File: src/rtl/nibble_add_pkg.sv
// -----------------------------------------------------------------------------
// nibble_add_pkg
// Shared types and constants for the nibble-serial adder controller.
//   NIBBLE_W : width of the adder slice reused on every pass
//   state_t  : controller states (IDLE / RUN / DONE), 2-bit encoding
// -----------------------------------------------------------------------------
package nibble_add_pkg;

    localparam int NIBBLE_W = 4;

    typedef enum logic [1:0] {
        IDLE = 2'd0,
        RUN  = 2'd1,
        DONE = 2'd2
    } state_t;

endpackage

File: src/rtl/nibble_serial_add_ctrl_ks_add4_cin.sv
// -----------------------------------------------------------------------------
// ks_add4_cin
// Combinational 4-bit Kogge-Stone adder slice with carry-in.
// Ports:
//   a, b  [3:0] in  : operand nibbles
//   cin         in  : carry into bit 0
//   s     [3:0] out : sum nibble
//   c4          out : carry out of bit 3
// -----------------------------------------------------------------------------
module ks_add4_cin (
    input  logic [3:0] a,
    input  logic [3:0] b,
    input  logic       cin,
    output logic [3:0] s,
    output logic       c4
);

    logic [3:0] w_p;
    logic [3:0] w_g;
    logic [3:0] w_g0;
    logic [3:0] w_g1;
    logic [3:0] w_p1;
    logic [3:0] w_g2;
    logic [3:0] w_c;

    assign w_p = a ^ b;
    assign w_g = a & b;

    // Carry-in acts as a generate at position -1; folding it into bit 0 lets
    // the two prefix stages cover the full 5-term span.
    assign w_g0 = {w_g[3:1], w_g[0] | (w_p[0] & cin)};

    // Prefix stage 1 (distance 1)
    assign w_g1[0] = w_g0[0];
    assign w_p1[0] = w_p[0];
    assign w_g1[1] = w_g0[1] | (w_p[1] & w_g0[0]);
    assign w_p1[1] = w_p[1] & w_p[0];
    assign w_g1[2] = w_g0[2] | (w_p[2] & w_g0[1]);
    assign w_p1[2] = w_p[2] & w_p[1];
    assign w_g1[3] = w_g0[3] | (w_p[3] & w_g0[2]);
    assign w_p1[3] = w_p[3] & w_p[2];

    // Prefix stage 2 (distance 2)
    assign w_g2[0] = w_g1[0];
    assign w_g2[1] = w_g1[1];
    assign w_g2[2] = w_g1[2] | (w_p1[2] & w_g1[0]);
    assign w_g2[3] = w_g1[3] | (w_p1[3] & w_g1[1]);

    assign w_c = {w_g2[2:0], cin};
    assign s   = w_p ^ w_c;
    assign c4  = w_g2[3];

endmodule

File: src/rtl/nibble_serial_add_ctrl.sv
// -----------------------------------------------------------------------------
// nibble_serial_add_ctrl
// WIDTH-bit adder built by running one 4-bit Kogge-Stone slice over the
// operands, least-significant nibble first, with the carry registered between
// passes. Operands arrive on a valid/ready handshake; sum and carry-out leave
// on a second valid/ready handshake.
//
// Optional build macro: SUBTRACT_EN adds input 'sub'; when set at accept the
// block computes a - b (b inverted, carry-in forced to 1, cout = NOT borrow).
//
// Ports:
//   clk, rst            : clock (rising edge), async active-high reset
//   in_valid / in_ready : operand handshake (ready only in IDLE)
//   a, b, cin           : operands and carry into nibble 0
//   sub                 : subtract select (SUBTRACT_EN builds only)
//   out_valid/out_ready : result handshake (valid only in DONE)
//   sum, cout           : registered result and carry out of the MSB
//   busy                : high while an operation is in RUN or DONE
//
// state | meaning
// IDLE  | waiting for operands, in_ready high
// RUN   | one nibble per cycle through the slice
// DONE  | result held until the consumer takes it
// -----------------------------------------------------------------------------
module nibble_serial_add_ctrl
    import nibble_add_pkg::*;
#(
    parameter int WIDTH = 16
) (
    input  logic             clk,
    input  logic             rst,
    input  logic             in_valid,
    output logic             in_ready,
    input  logic [WIDTH-1:0] a,
    input  logic [WIDTH-1:0] b,
    input  logic             cin,
`ifdef SUBTRACT_EN
    input  logic             sub,
`endif
    output logic             out_valid,
    input  logic             out_ready,
    output logic [WIDTH-1:0] sum,
    output logic             cout,
    output logic             busy
);

    localparam int NIBBLES = WIDTH / NIBBLE_W;
    localparam int CNT_W   = (NIBBLES > 1) ? $clog2(NIBBLES) : 1;
    localparam logic [CNT_W-1:0] LAST_CNT = CNT_W'(NIBBLES - 1);

    generate
        if (WIDTH < NIBBLE_W || (WIDTH % NIBBLE_W) != 0) begin : g_bad_width
            $error("nibble_serial_add_ctrl: WIDTH must be a multiple of 4 and >= 4");
        end
    endgenerate

    state_t             r_state;
    state_t             w_state_nxt;
    logic [CNT_W-1:0]   r_cnt;
    logic [WIDTH-1:0]   r_a_sh;
    logic [WIDTH-1:0]   r_b_sh;
    logic [WIDTH-1:0]   r_sum_sh;
    logic               r_carry;
    logic [WIDTH-1:0]   r_sum;
    logic               r_cout;

    logic               w_accept;
    logic               w_last;
    logic [WIDTH-1:0]   w_b_load;
    logic               w_cin_load;
    logic [3:0]         w_s4;
    logic               w_c4;
    logic [WIDTH+3:0]   w_sum_cat;
    logic [WIDTH-1:0]   w_sum_sh_nxt;

`ifdef SUBTRACT_EN
    assign w_b_load   = sub ? ~b : b;
    assign w_cin_load = sub ? 1'b1 : cin;
`else
    assign w_b_load   = b;
    assign w_cin_load = cin;
`endif

    ks_add4_cin u_slice (
        .a   (r_a_sh[NIBBLE_W-1:0]),
        .b   (r_b_sh[NIBBLE_W-1:0]),
        .cin (r_carry),
        .s   (w_s4),
        .c4  (w_c4)
    );

    // New nibble enters at the top; after NIBBLES passes nibble 0 sits at the
    // bottom. The concatenation keeps this valid even when WIDTH == 4.
    assign w_sum_cat    = {w_s4, r_sum_sh};
    assign w_sum_sh_nxt = w_sum_cat[WIDTH+3:4];

    assign w_accept = in_valid && (r_state == IDLE);
    assign w_last   = (r_state == RUN) && (r_cnt == LAST_CNT);

    assign in_ready  = (r_state == IDLE);
    assign out_valid = (r_state == DONE);
    assign busy      = (r_state != IDLE);
    assign sum       = r_sum;
    assign cout      = r_cout;

    always_comb begin
        w_state_nxt = r_state;
        case (r_state)
            IDLE:    if (in_valid)  w_state_nxt = RUN;
            RUN:     if (w_last)    w_state_nxt = DONE;
            DONE:    if (out_ready) w_state_nxt = IDLE;
            default:                w_state_nxt = IDLE;
        endcase
    end

    always_ff @(posedge clk or posedge rst) begin
        if (rst) begin
            r_state <= IDLE;
        end else begin
            r_state <= w_state_nxt;
        end
    end

    always_ff @(posedge clk or posedge rst) begin
        if (rst) begin
            r_cnt    <= '0;
            r_a_sh   <= '0;
            r_b_sh   <= '0;
            r_sum_sh <= '0;
            r_carry  <= 1'b0;
            r_sum    <= '0;
            r_cout   <= 1'b0;
        end else if (w_accept) begin
            r_cnt    <= '0;
            r_a_sh   <= a;
            r_b_sh   <= w_b_load;
            r_carry  <= w_cin_load;
        end else if (r_state == RUN) begin
            r_a_sh   <= r_a_sh >> NIBBLE_W;
            r_b_sh   <= r_b_sh >> NIBBLE_W;
            r_sum_sh <= w_sum_sh_nxt;
            r_carry  <= w_c4;
            r_cnt    <= r_cnt + CNT_W'(1);
            if (w_last) begin
                r_sum  <= w_sum_sh_nxt;
                r_cout <= w_c4;
            end
        end
    end

endmodule
File: config.mk
export PLATFORM = sky130hd
export DESIGN_NAME = nibble_serial_add_ctrl
export DESIGN_NICKNAME = d
export VERILOG_FILES = /design/src/rtl/nibble_add_pkg.sv /design/src/rtl/nibble_serial_add_ctrl_ks_add4_cin.sv /design/src/rtl/nibble_serial_add_ctrl.sv
export SDC_FILE = /design/constraint.sdc
export NUM_CORES = 1
export LEC_CHECK = 0
export CELL_PAD_IN_SITES_DETAIL_PLACEMENT = 0
export CELL_PAD_IN_SITES_GLOBAL_PLACEMENT = 1
export CORE_AREA = 3 3 78 135
export DETAILED_ROUTE_END_ITERATION = 8
export DIE_AREA = 0 0 81 138
export PLACE_DENSITY = 0.73
export SETUP_SLACK_MARGIN = 0.05
export SYNTH_ARGS = -nofsm -noshare
export SYNTH_HDL_FRONTEND = slang
export SYNTH_SLANG_ARGS = --single-unit
File: constraint.sdc
create_clock -name clk -period 2.5 [get_ports clk]
set_input_delay 0.25 -clock clk [delete_from_list [all_inputs] [get_ports clk]]
set_output_delay 0.25 -clock clk [all_outputs]
set_load 0.005 [all_outputs]
# After elaboration in Yosys (flattened, before gate mapping)
# Index checks and enable logic that the tools add are counted.
# totals
input_bits	37
register_bits	70
# classes
n_addsub	1
bitwise	18
reduce_logical	8
mux	12
eq_ne	6
# op_table
operator	count
two-way mux 16 bit	4
two-way mux 2 bit	5
bitwise AND 1 bit	8
bitwise XOR 4 bit	2
bitwise OR 1 bit	6
one-hot mux 2 bit (3 select lines)	1
AND reduction 3 bit	2
bitwise AND 4 bit	1
== test 2 bit, second input constant	2
inequality test 2 bit, second input constant	2
nonzero test 2 bit	2
adder 2 x 1 -> 2 bit, second input constant	1
== test 2 x 1 -> 1 bit, second input constant	1
logical AND 1 bit	2
logical NOT 2 bit	1
two-way mux 1 bit	2
inequality test 2 x 1 -> 1 bit, second input constant	1
AND reduction 2 bit	1
NOT 1 bit	1

# Logic depth before layout (Yosys ltp)
# logic_depth
word_depth	9
depth_mapped	6
ltp_nobuf	5

# By module
# From an unflattened synthesis, not the netlist that was laid out.
# unflattened
hier_cells	278
area_unflattened_um2	2970.3
# modules_own_cells
mod	cells_each	seq_area_each_um2	area_each_um2	n_inst
nibble_serial_add_ctrl	267	1651.6	2844.0	1
ks_add4_cin	11	0.0	126.4	1

# Worst setup path before layout
# OpenSTA, ideal clock, no wires.
# synth_timing
kind	reg-to-reg
startpoint	register r_a_sh[0]
endpoint	register r_carry
arrival_time_ns	1.627
slack_ns	0.743
stages_incl_launch_ff	6
setup_ns	0.130
t_required_ns	2.370
period_less_slack_ns	1.757
path_cell_list	dfrtp_1 -> fa_1 -> fa_1 -> a21o_1 -> a21oi_1 -> o21ai_0
# synth_via
elab_chain_cells	9
elab_cells_between_ends	10
# synth_lines
item	line_no	rtl
start, declared	nibble_serial_add_ctrl.sv:60	logic [WIDTH-1:0] r_a_sh;
start signal, assigned	nibble_serial_add_ctrl.sv:139	r_a_sh <= r_a_sh >> NIBBLE_W;
bitwise XOR 4 bit	nibble_serial_add_ctrl_ks_add4_cin.sv:26	assign w_p = a ^ b;
bitwise AND 1 bit	nibble_serial_add_ctrl_ks_add4_cin.sv:31	assign w_g0 = {w_g[3:1], w_g[0] | (w_p[0] & cin)};
bitwise OR 1 bit (*)	nibble_serial_add_ctrl_ks_add4_cin.sv:31	
bitwise AND 1 bit (*)	nibble_serial_add_ctrl_ks_add4_cin.sv:36	assign w_g1[1] = w_g0[1] | (w_p[1] & w_g0[0]);
bitwise OR 1 bit (*)	nibble_serial_add_ctrl_ks_add4_cin.sv:36	
bitwise AND 1 bit (*)	nibble_serial_add_ctrl_ks_add4_cin.sv:47	assign w_g2[3] = w_g1[3] | (w_p1[3] & w_g1[1]);
bitwise OR 1 bit (*)	nibble_serial_add_ctrl_ks_add4_cin.sv:47	
two-way mux 1 bit (*)	nibble_serial_add_ctrl.sv:138	end else if (r_state == RUN) begin
two-way mux 1 bit (*)	nibble_serial_add_ctrl.sv:133	end else if (w_accept) begin
end signal, assigned	nibble_serial_add_ctrl.sv:137	r_carry <= w_cin_load;
end signal, assigned	nibble_serial_add_ctrl.sv:142	r_carry <= w_c4;
end, declared	nibble_serial_add_ctrl.sv:63	logic r_carry;
# Mark *: on every way between the ends. The rest lies on a longest branch, timed or not. The select of a mux whose other input is x is not followed.
# A chain may end at the register's enable or synchronous reset.

# Final worst setup path
# Ends and elaborated chain as after synthesis.

==> impl_metrics.py <==
metrics = {
    "outcome": {
        "status": "finished, final reports clean",
    },
    "routing": {
        "drt_iter0_markers": 58,
        "vias": 2007,
        "viasPerCell": 4.51,
        "wire_per_inst_um": 13.1,
        "first_pass_iters": 6,
        "drc": 0,
        "wirelength_mm": 5.83,
        "ant_nets": 0,
    },
    "cts": {
        "cts_max_path_buffers": 2,
        "clock-sinks": 66,
        "numCtsBuffers": 9,
        "holdBufCountCts": 0,
        "cts_tree": "yes",
        "ctsResizeCount": 0,
        "post-cts-setup-buffers": 0,
        "htree_levels": 3,
        "clock-root-buffer": "clkbuf_16",
        "clk_pin_slew_ns": 0.05,
        "clk-insertion-delay-late_ns": 0.32,
    },
    "placement": {
        "place_congestion": 0.727,
        "post-dp-hpwl_mm": 3.88,
        "port-buffer-count": 56,
    },
    "timing": {
        "finalSetupTns_ns": 0,
        "period_needed_ns": 1.93,
        "slew_violations": 0,
        "skew_ns": 0.00600,
        "hold_violations": 0,
        "fmax_mhz": 518,
        "setup_viol": 0,
        "slew_headroom": 0.704,
        "rsz0062_at_grt": "no",
        "tightest_slew_ns": 0.444,
        "finalCritPeriodShare": 0.772,
    },
    "setup_path": {
        "slowest_delay_ns": 0.47,
        "worstPathCellList": "fa_1 > fa_1 > a21o_1 > a21oi_1 > o21ai_0",
        "cp_slowest_cell": "fa_1",
        "startpoint_type": "flip-flop",
        "critPathRequiredTime_ns": 2.68,
        "crit_fanout": 2,
        "crit_top_cell": "fa_1",
        "setup.worst_path.end_class": "flip-flop",
        "path_class": "flip-flop to flip-flop",
        "cp_data_arrival_time_ns": 2.11,
    },
    "min_path": {
        "hp-class": "input port to async pin",
    },
    "die": {
        "floorplan.rows": 47,
        "die_w_um": 81,
        "die_y_um": 138,
        "die_area_um2": 11200,
        "start_util": 0.299,
        "ioPinCount": 57,
        "coreArea_um2": 9530,
    },
    "logic_synthesis": {
        "ys_seq_elements": 66,
        "avgSynthCellArea_um2": 10.8,
        "netlist_area_um2": 2840,
        "synth_seq_area_share": 0.581,
        "synth_nets": 307,
        "synthCells": 264,
        "yosysWarnings": 0,
        "synth_cell_types": 27,
    },
    "grt": {
        "antenna_found_initial": 0,
        "grt_max_degree": 67,
        "globalRouteTotalUtil": 0.116,
        "grt_pass1_wl_mm": 10.0,
        "gr-total-overflow": 0,
        "grt_pass1_vias": 2086,
    },
    "power": {
        "power_mw": 4.76,
        "power_per_cell_area_nw_per_um2": 1260,
        "leakage_nw": 1.77,
        "ir_drop_mv": 0.457,
    },
    "final_layout": {
        "diodes": 0,
        "layout-drive-gt1-share": 0.127,
        "syn2layout_area_growth_pct": 32.5,
        "final_nets": 364,
        "nFillCells": 997,
    },
    "flow_run": {
        "max-cap-violations": 0,
    },
}
stage by stage:
step,utilization,std cells,setup slack [ns],hold slack (ns),instance area [µm²]
after floorplan,-,264,0.595,0.358,2840
after global placement,0.366,432,0.681,0.457,3490
after detailed placement,0.366,432,0.596,0.459,3490
after CTS,0.396,445,0.591,0.326,3770
after global routing,0.396,445,0.447,0.341,3770
final,0.396,445,0.569,0.305,3770
worst max-delay path, delay by kind of cell, from the launching register on:
kind                     cells  cell delay (ns)
AO/OA/AOI/OAI                3             0.50
flip-flops                   1             0.40
adder cells (fa/ha/maj)      2             0.90
Yosys cell counts:
cell type	instances	area (µm²)
a21o_1	1	7.51
and3b_1	1	8.76
mux2_2	14	158
buf_4	5	37.5
a21boi_0	1	7.51
o21ai_1	3	15.0
dfrtp_1	66	1650
fa_1	2	40.0
o31ai_1	2	15.0
o21ai_0	12	60.1
nand3b_4	1	20.0
ha_1	4	50.1
nor2b_1	1	6.26
nand2_1	102	383
nand3_1	1	5.00
xnor2_1	1	8.76
nor2_1	1	3.75
a22oi_1	22	165
o21bai_2	1	11.3
nand2b_1	2	12.5
nor3b_4	1	18.8
inv_1	3	11.3
buf_6	6	67.6
a21oi_1	2	10.0
o21bai_1	1	7.51
a22oi_2	3	37.5
buf_2	5	25.0
final cells by class:
type                       instances  area (µm²)  share of cell area
clock buffer                      10         239              0.0634
clock inverter                     3        42.5              0.0113
inverter                           3        11.3             0.00299
multi-input combinational        179        1050               0.280
sequential                        66        1650               0.438
tap                              122         153              0.0405
timing repair buffer              62         618               0.164
state kept, by name, summed over array words and instances (netlist names):
name      flops
r_sum_sh     12
r_carry       1
r_state       2
r_a_sh       16
r_b_sh       16
r_cnt         2
cout          1
sum          16
where the power goes:
group	switching, mW	internal, mW
logic	0.880	0.855
clock network	0.413	0.779
registers	0.293	1.54
total	1.59	3.17
worst paths after layout:
kind	startpoint	endpoint	slack (ns)	cells past startpoint
min reg2reg	r_sum_sh[7]	r_sum_sh[7]	0.46	2
max in group asynchronous	rst	r_b_sh[6]	1.90	3
max	r_a_sh[0]	r_carry	0.57	5
min	rst	r_sum_sh[5]	0.31	3
max reg2reg	r_a_sh[0]	r_carry	0.57	5
min in group clk	r_sum_sh[7]	r_sum_sh[7]	0.46	2
layer usage:
metal | vias to the layer above | GRT usage | routed length (µm)
met5 | - | 0 | 0
met4 | 0 | 0.0508 | 83
met3 | 8 | 0.0319 | 338
met2 | 55 | 0.191 | 2970
met1 | 946 | 0.139 | 2440
li1 | 998 | - | -
cells in the final DEF, fill, tap and decap left out, types with 2 or more instances in the layout:
cell	synthesis	routed
mux2_2	14	14
nand2_1	102	102
nand2b_1	2	2
buf_4	5	5
ha_1	4	4
clkbuf_16	0	9
a21oi_1	2	2
o21ai_1	3	3
clkdlybuf4s50_1	0	56
inv_1	3	2
dfrtp_1	66	66
fa_1	2	2
a22oi_1	22	22
o31ai_1	2	2
o21ai_0	12	12
a22oi_2	3	3
kinds of logic (layout without fill, tap and decap cells):
group	Yosys count	count (layout)	synth area share
DFF	66	66	0.581
adders and majority gates	6	6	0.0317
AOI/OAI and AO/OA	48	48	0.118
and+or+nand+nor	110	110	0.161
xor gates and xnor gates	1	1	0.00308
buffers and inverters	19	78	0.0497
muxes	14	14	0.0554
(Power assumes the default switching activity.)
